### config.mk
export PLATFORM = sky130hd
export DESIGN_NAME = roach_reset_sequencer
export DESIGN_NICKNAME = d
export VERILOG_FILES = /design/src/rtl/roach_rst_pkg.sv /design/src/rtl/rst_seq_sync.sv /design/src/rtl/roach_reset_sequencer.sv
export SDC_FILE = /design/constraint.sdc
export NUM_CORES = 1
export LEC_CHECK = 0
export ABC_AREA = 1
export BUFFER_PORTS_ARGS = -buffer_cell sky130_fd_sc_hd__buf_2
export CAP_MARGIN = 25
export CORE_ASPECT_RATIO = 0.8
export CORE_MARGIN = 2
export CORE_UTILIZATION = 51
export CTS_CLUSTER_SIZE = 24
export DETAILED_ROUTE_END_ITERATION = 6
export GPL_ROUTABILITY_DRIVEN = 0
export PLACE_DENSITY = 0.69
export SYNTH_ARGS = -nofsm -noshare
export SYNTH_HDL_FRONTEND = slang
export SYNTH_SLANG_ARGS = --single-unit
### constraint.sdc
create_clock -name dly_clk -period 1.95 [get_ports dly_clk]
set_input_delay 0.195 -clock dly_clk [delete_from_list [all_inputs] [get_ports dly_clk]]
set_output_delay 0.195 -clock dly_clk [all_outputs]
set_load 0.03 [all_outputs]
### src/rtl/roach_rst_pkg.sv
// Shared definitions for the reset sequencer: state encoding, default timing
// constants and small elaboration-time helpers used to size counters.
package roach_rst_pkg;

    localparam int DEF_LOCK_CYCLES     = 1024;
    localparam int DEF_IDLY_RST_CYCLES = 16;
    localparam int DEF_USER_RST_CYCLES = 64;
    localparam int DEF_TIMEOUT_CYCLES  = 4096;
    localparam int DEF_MAX_RETRIES     = 3;

    typedef enum logic [2:0] {
        ST_WAIT_LOCK = 3'd0,
        ST_LOCK_QUAL = 3'd1,
        ST_IDLY_RST  = 3'd2,
        ST_IDLY_WAIT = 3'd3,
        ST_USER_RST  = 3'd4,
        ST_RUN       = 3'd5,
        ST_ERROR     = 3'd6
    } rst_state_t;

    function automatic int max_int(input int a, input int b);
        return (a > b) ? a : b;
    endfunction

    // Bits needed to hold any value in 0..n.
    function automatic int cnt_width(input int n);
        return (n < 2) ? 1 : $clog2(n + 1);
    endfunction

endpackage

### src/rtl/rst_seq_sync.sv
// Two-flop synchronizer bringing one asynchronous level into the dly_clk domain.
module rst_seq_sync (
    input  logic clk,
    input  logic rst_n,
    input  logic d,
    output logic q
);

    logic meta_reg;
    logic sync_reg;

    always_ff @(posedge clk or negedge rst_n) begin
        if (!rst_n) begin
            meta_reg <= 1'b0;
            sync_reg <= 1'b0;
        end else begin
            meta_reg <= d;
            sync_reg <= meta_reg;
        end
    end

    assign q = sync_reg;

endmodule

### src/rtl/roach_reset_sequencer.sv
// Power-up reset sequencer: qualifies clock lock, pulses IDELAYCTRL reset, waits
// for ready, then releases the user reset. Define RST_SEQ_TIMEOUT_EN to enable
// the IDELAY ready timeout / retry / ERROR path.
module roach_reset_sequencer
    import roach_rst_pkg::*;
#(
    parameter int LOCK_CYCLES     = DEF_LOCK_CYCLES,
    parameter int IDLY_RST_CYCLES = DEF_IDLY_RST_CYCLES,
    parameter int USER_RST_CYCLES = DEF_USER_RST_CYCLES,
    parameter int TIMEOUT_CYCLES  = DEF_TIMEOUT_CYCLES,
    parameter int MAX_RETRIES     = DEF_MAX_RETRIES
) (
    input  logic       dly_clk,
    input  logic       dly_rst_n,
    input  logic       sys_clk_lock,
    input  logic       idelay_rdy,
    input  logic       soft_rst_req,
    output logic       idelay_rst,
    output logic       user_rst,
    output logic       seq_done,
    output logic       seq_err,
    output logic [1:0] retry_cnt
);

    localparam int CNT_MAX = max_int(max_int(LOCK_CYCLES, IDLY_RST_CYCLES),
                                     max_int(USER_RST_CYCLES, TIMEOUT_CYCLES));
    localparam int CNT_W   = cnt_width(CNT_MAX);
    localparam int FAIL_W  = max_int(2, cnt_width(MAX_RETRIES + 1));

    localparam logic [CNT_W-1:0] LOCK_LAST = CNT_W'(LOCK_CYCLES - 1);
    localparam logic [CNT_W-1:0] IDLY_LAST = CNT_W'(IDLY_RST_CYCLES - 1);
    localparam logic [CNT_W-1:0] USER_LAST = CNT_W'(USER_RST_CYCLES - 1);

    logic [2:0] async_in;
    logic [2:0] sync_out;
    logic       lock_s;
    logic       rdy_s;
    logic       soft_s;
    logic       soft_edge;

    rst_state_t        state_reg, state_next;
    logic [CNT_W-1:0]  cnt_reg, cnt_next;
    logic [FAIL_W-1:0] fail_cnt_reg, fail_cnt_next;
    logic              soft_prev_reg;

    assign async_in = {soft_rst_req, idelay_rdy, sys_clk_lock};

    generate
        for (genvar gi = 0; gi < 3; gi++) begin : g_sync
            rst_seq_sync u_sync (
                .clk   (dly_clk),
                .rst_n (dly_rst_n),
                .d     (async_in[gi]),
                .q     (sync_out[gi])
            );
        end
    endgenerate

    assign lock_s    = sync_out[0];
    assign rdy_s     = sync_out[1];
    assign soft_s    = sync_out[2];
    assign soft_edge = soft_s & ~soft_prev_reg;

    always_ff @(posedge dly_clk or negedge dly_rst_n) begin
        if (!dly_rst_n) begin
            state_reg     <= ST_WAIT_LOCK;
            cnt_reg       <= '0;
            fail_cnt_reg  <= '0;
            soft_prev_reg <= 1'b0;
        end else begin
            state_reg     <= state_next;
            cnt_reg       <= cnt_next;
            fail_cnt_reg  <= fail_cnt_next;
            soft_prev_reg <= soft_s;
        end
    end

    always_comb begin
        state_next    = state_reg;
        cnt_next      = cnt_reg;
        fail_cnt_next = fail_cnt_reg;

        case (state_reg)
            ST_WAIT_LOCK: begin
                cnt_next = '0;
                if (lock_s) state_next = ST_LOCK_QUAL;
            end
            ST_LOCK_QUAL: begin
                if (cnt_reg == LOCK_LAST) begin
                    state_next = ST_IDLY_RST;
                    cnt_next   = '0;
                end else begin
                    cnt_next = cnt_reg + CNT_W'(1);
                end
            end
            ST_IDLY_RST: begin
                if (cnt_reg == IDLY_LAST) begin
                    state_next = ST_IDLY_WAIT;
                    cnt_next   = '0;
                end else begin
                    cnt_next = cnt_reg + CNT_W'(1);
                end
            end
            ST_IDLY_WAIT: begin
                if (rdy_s) begin
                    state_next = ST_USER_RST;
                    cnt_next   = '0;
                end
`ifdef RST_SEQ_TIMEOUT_EN
                else if (cnt_reg == CNT_W'(TIMEOUT_CYCLES - 1)) begin
                    cnt_next = '0;
                    if (fail_cnt_reg >= FAIL_W'(MAX_RETRIES)) begin
                        state_next = ST_ERROR;
                    end else begin
                        state_next    = ST_IDLY_RST;
                        fail_cnt_next = fail_cnt_reg + FAIL_W'(1);
                    end
                end else begin
                    cnt_next = cnt_reg + CNT_W'(1);
                end
`endif
            end
            ST_USER_RST: begin
                if (cnt_reg == USER_LAST) begin
                    state_next = ST_RUN;
                    cnt_next   = '0;
                end else begin
                    cnt_next = cnt_reg + CNT_W'(1);
                end
            end
            ST_RUN: begin
                if (soft_edge) begin
                    state_next    = ST_IDLY_RST;
                    cnt_next      = '0;
                    fail_cnt_next = '0;
                end else if (!rdy_s) begin
                    state_next = ST_IDLY_RST;
                    cnt_next   = '0;
                    if (fail_cnt_reg != '1) fail_cnt_next = fail_cnt_reg + FAIL_W'(1);
                end
            end
            ST_ERROR: begin
                if (soft_edge) begin
                    state_next    = ST_IDLY_RST;
                    cnt_next      = '0;
                    fail_cnt_next = '0;
                end
            end
            default: begin
                state_next = ST_WAIT_LOCK;
                cnt_next   = '0;
            end
        endcase

        // Losing lock overrides every other decision, including a soft request.
        if (!lock_s && state_reg != ST_WAIT_LOCK) begin
            state_next    = ST_WAIT_LOCK;
            cnt_next      = '0;
            fail_cnt_next = '0;
        end
    end

    always_comb begin
        idelay_rst = 1'b0;
        user_rst   = 1'b1;
        seq_done   = 1'b0;
        case (state_reg)
            ST_WAIT_LOCK, ST_LOCK_QUAL, ST_IDLY_RST: idelay_rst = 1'b1;
            ST_RUN: begin
                user_rst = 1'b0;
                seq_done = 1'b1;
            end
            default: ;
        endcase
    end

`ifdef RST_SEQ_TIMEOUT_EN
    assign seq_err = (state_reg == ST_ERROR);
`else
    assign seq_err = 1'b0;
`endif

    assign retry_cnt = (fail_cnt_reg > FAIL_W'(3)) ? 2'd3 : fail_cnt_reg[1:0];

endmodule

==> metrics.md <==
| Metric | Value |
|---|---|
| CTS tree | done |
| RSZ-0062 raised after global routing | no |
| Syn Nets | 258 |
| Pwr dens | 1010 mW/mm^2 |
| Remaining global-route overflow | 0 |
| Register bit count reported by yosys | 26 |
| Clock Root Buffer | clkbuf_8 |
| Syn. warnings | 0 |
| Fin. Hold Viols | 0 |
| R2r endpoint | state_reg[1] |
| Vias/cell | 5.04 |
| Max reg flops | 13 |
| Worst Tran Pin Value | 605 ps |
| Max-Cap Viols | 0 |
| Crit path cell chain | ha_2 > nand3_2 > nor2_2 > nand2_2 > nand2_1 > nand3_2 > nand2_4 > nand2_4 > nand2_1 > nand2_1 |
| H-Tree Depth | 1 |
| Setup violators final | 0 |
| CP Max Fanout | 7 |
| TritonCTS buffer count | 3 |
| TritonCTS Sinks | 26 |
| Worst Hold Launch | soft_rst_req |
| Rows | 19 |
| Area Growth Syn to Fin | 8.80% |
| Number of synthesized flops with an enable pin | 0 |
| Core ar. | 0.00338 mm^2 |
| Status | completed |
| Worst reg2reg path depth | 10 |
| Crit path DAT | 1910 ps |
| Vias in the first global route | 1378 |
| Setup slack, reg-to-reg | 230 ps |
| Post-synthesis adder-cell area fraction | 0.0281 |
| Critical path's top delay family | simple AND/OR/NAND/NOR gates |
| Largest net degree at the start of global routing | 27 |
| Power consumption | 1.96 mW |
| Post-Syn Instances | 249 |
| Netlist cell types | 31 |
| Post-synthesis xor/xnor area fraction | 0.0246 |
| Worst vdd ir | 0.650 mV |
| Fraction of the mapped netlist area in simple logic gates | 0.425 |
| Slew Viols, Final | 0 |
| Hold path endpoint | g_sync[2].u_sync.meta_reg |
| Antenna violations before repair | 0 |
| CTS clk-pin slew, worst paths | 100 ps |
| Diode count | 0 |
| First-pass GRT wire length | 6460 um |
| Final std cells w/o fill | 302 |
| I/O Pins | 11 |
| DIE AREA | 0.00398 mm^2 |
| CP Buf/Inv Count | 0 |
| Reg-to-reg startpoint | cnt_reg[0] |
| Worst Skew | 14.5 ps |
| Via count | 1522 |
| Max clock buf depth | 2 |
| Nets | 270 |
| FILL cells | 331 |
| Wire per inst | 12.6 um |
| Worst Hold Class | input port to flip-flop |
| Die width | 70.0 um |
| Reg area | 652 um^2 |
| Synth Area in Compound Gates | 0.0697 |
| Worst-Skew Late Latency | 280 ps |
| Mux cell area share after synthesis | 0 |
| Die H | 56.8 um |
| Final period util | 0.884 |
| Crit-path most repeated cell | nand2_1 |
| Leakage power | 0.978 nW |
| Fin crit period | 1720 ps |
| Slew headroom | 0.597 |
| Multi-input gate area | 980 um^2 |
| Commonest non-fill, non-tap cells in the layout | nand2_1, nand3_1, nor2_1, dfrtp_1, inv_1 |
| CP Capture Type | flip-flop |
| Most common cell after layout, fill and taps aside | nand2_1 |
| Final ANT Viol Nets | 0 |
| Port bufs | 9 |
| Post-route DRC | 0 |
| Total GRT Usage | 0.209 |
| Worst Hold Depth | 1 |
| HPWL after detailed placement | 2820 um |
| Critical Path Max Stage Delay | 440 ps |
| Starting density of the core | 0.527 |
| DP Cell Count | 297 |
| Layout cell share with drive strength beyond 1 | 0.154 |
| Register area share after synthesis | 0.366 |
| Critical path required time | 2140 ps |
| Setup TNS | 0 ps |
| Slowest CP cell | dfrtp_2 |
| Most common flop cell mapped by yosys | dfrtp_1 |
| Drt total wl | 3810 um |
| Largest family of logic cells by synthesized area | simple AND/OR/NAND/NOR gates |
| Synth async-reset ratio | 1.00 |
| Fmax | 0.580 GHz |
| Synthesized cell area | 0.00178 mm^2 |
| CP Launch Type | flip-flop |
| Syn_area_per_cell | 7.14 um^2 |
| Critical path class | flip-flop to flip-flop |
| Number of DRC markers in iteration 0 | 64 |
| Initial DRT Pass Iterations | 4 |
[power breakdown]
part	switching, mW	internal, mW	total (mW)
clock	0.182	0.275	0.456
sequential	0.116	0.609	0.725
combinational	0.527	0.252	0.779
[layer usage]
layer / up-vias / global-route usage / routed length, um
met5: - / 0 / 0
met1: 673 / 0.303 / 2030
met4: 0 / 0.0659 / 36
met2: 29 / 0.318 / 1590
met3: 4 / 0.0377 / 150
li1: 816 / - / -
[area by class of cell]
class | count | share of cell area
Multi-Input combinational cell | 189 | 0.506
Sequential cell | 26 | 0.337
Inverter | 29 | 0.0563
Timing Repair Buffer | 12 | 0.0362
Tap cell | 42 | 0.0272
Clock buffer | 3 | 0.0213
Clock inverter | 1 | 0.0155
[metrics by stage]
stage | hold WS (ps) | util | worst slack (ps) | instance area [um^2]
floorplan | -101 | - | 317 | 1780
global placement | 238 | 0.548 | 167 | 1850
detailed placement | 242 | 0.548 | 149 | 1850
CTS | 18.0 | 0.572 | 130 | 1930
global route | 6.03 | 0.573 | 68.7 | 1930
finish | 24.5 | 0.573 | 227 | 1930
[synth_stat cells (2+ instances only)]
| cell type | number | area (um^2) |
|---|---|---|
| inv_2 | 5 | 18.8 |
| xor2_1 | 4 | 35.0 |
| nor2_1 | 25 | 93.8 |
| nand3_1 | 27 | 135 |
| ha_1 | 4 | 50.1 |
| nand2_2 | 5 | 31.3 |
| nand4_1 | 5 | 31.3 |
| buf_4 | 2 | 15.0 |
| nor3_1 | 2 | 10.0 |
| o21ai_1 | 3 | 15.0 |
| a31oi_1 | 3 | 18.8 |
| o211ai_1 | 4 | 30.0 |
| nand3_2 | 3 | 30.0 |
| nand2_1 | 82 | 308 |
| o21ai_0 | 6 | 30.0 |
| nor2_4 | 2 | 22.5 |
| o21bai_1 | 2 | 15.0 |
| dfrtp_1 | 26 | 651 |
| inv_1 | 24 | 90.1 |
| nand2_4 | 3 | 33.8 |
| buf_6 | 2 | 22.5 |
[cells by family after synthesis]
group / Yosys count
buf+inv: 34
flops: 26
simple gates: 159
other cells: 1
fa+ha+maj: 4
compound gates: 20
xor+xnor: 5
[worst max path at each step]
stage | from | endpoint | cells after the start
global route | cnt_reg[0] | state_reg[1] | 10
finish | cnt_reg[0] | state_reg[1] | 10
global placement | cnt_reg[0] | state_reg[1] | 10
detailed placement | cnt_reg[0] | state_reg[1] | 10
CTS | cnt_reg[0] | state_reg[1] | 10
floorplan | state_reg[1] | fail_cnt_reg[2] | 6
[repair_timing]
item                                    in CTS  in global routing
gates resized for setup                      0                  2
setup buffers                                0                  0
endpoints found under the setup margin       0                  3
hold buffers                                 1                  0
endpoints found under the hold margin       26                  0
Note: power is estimated with default switching activity, not from simulation.
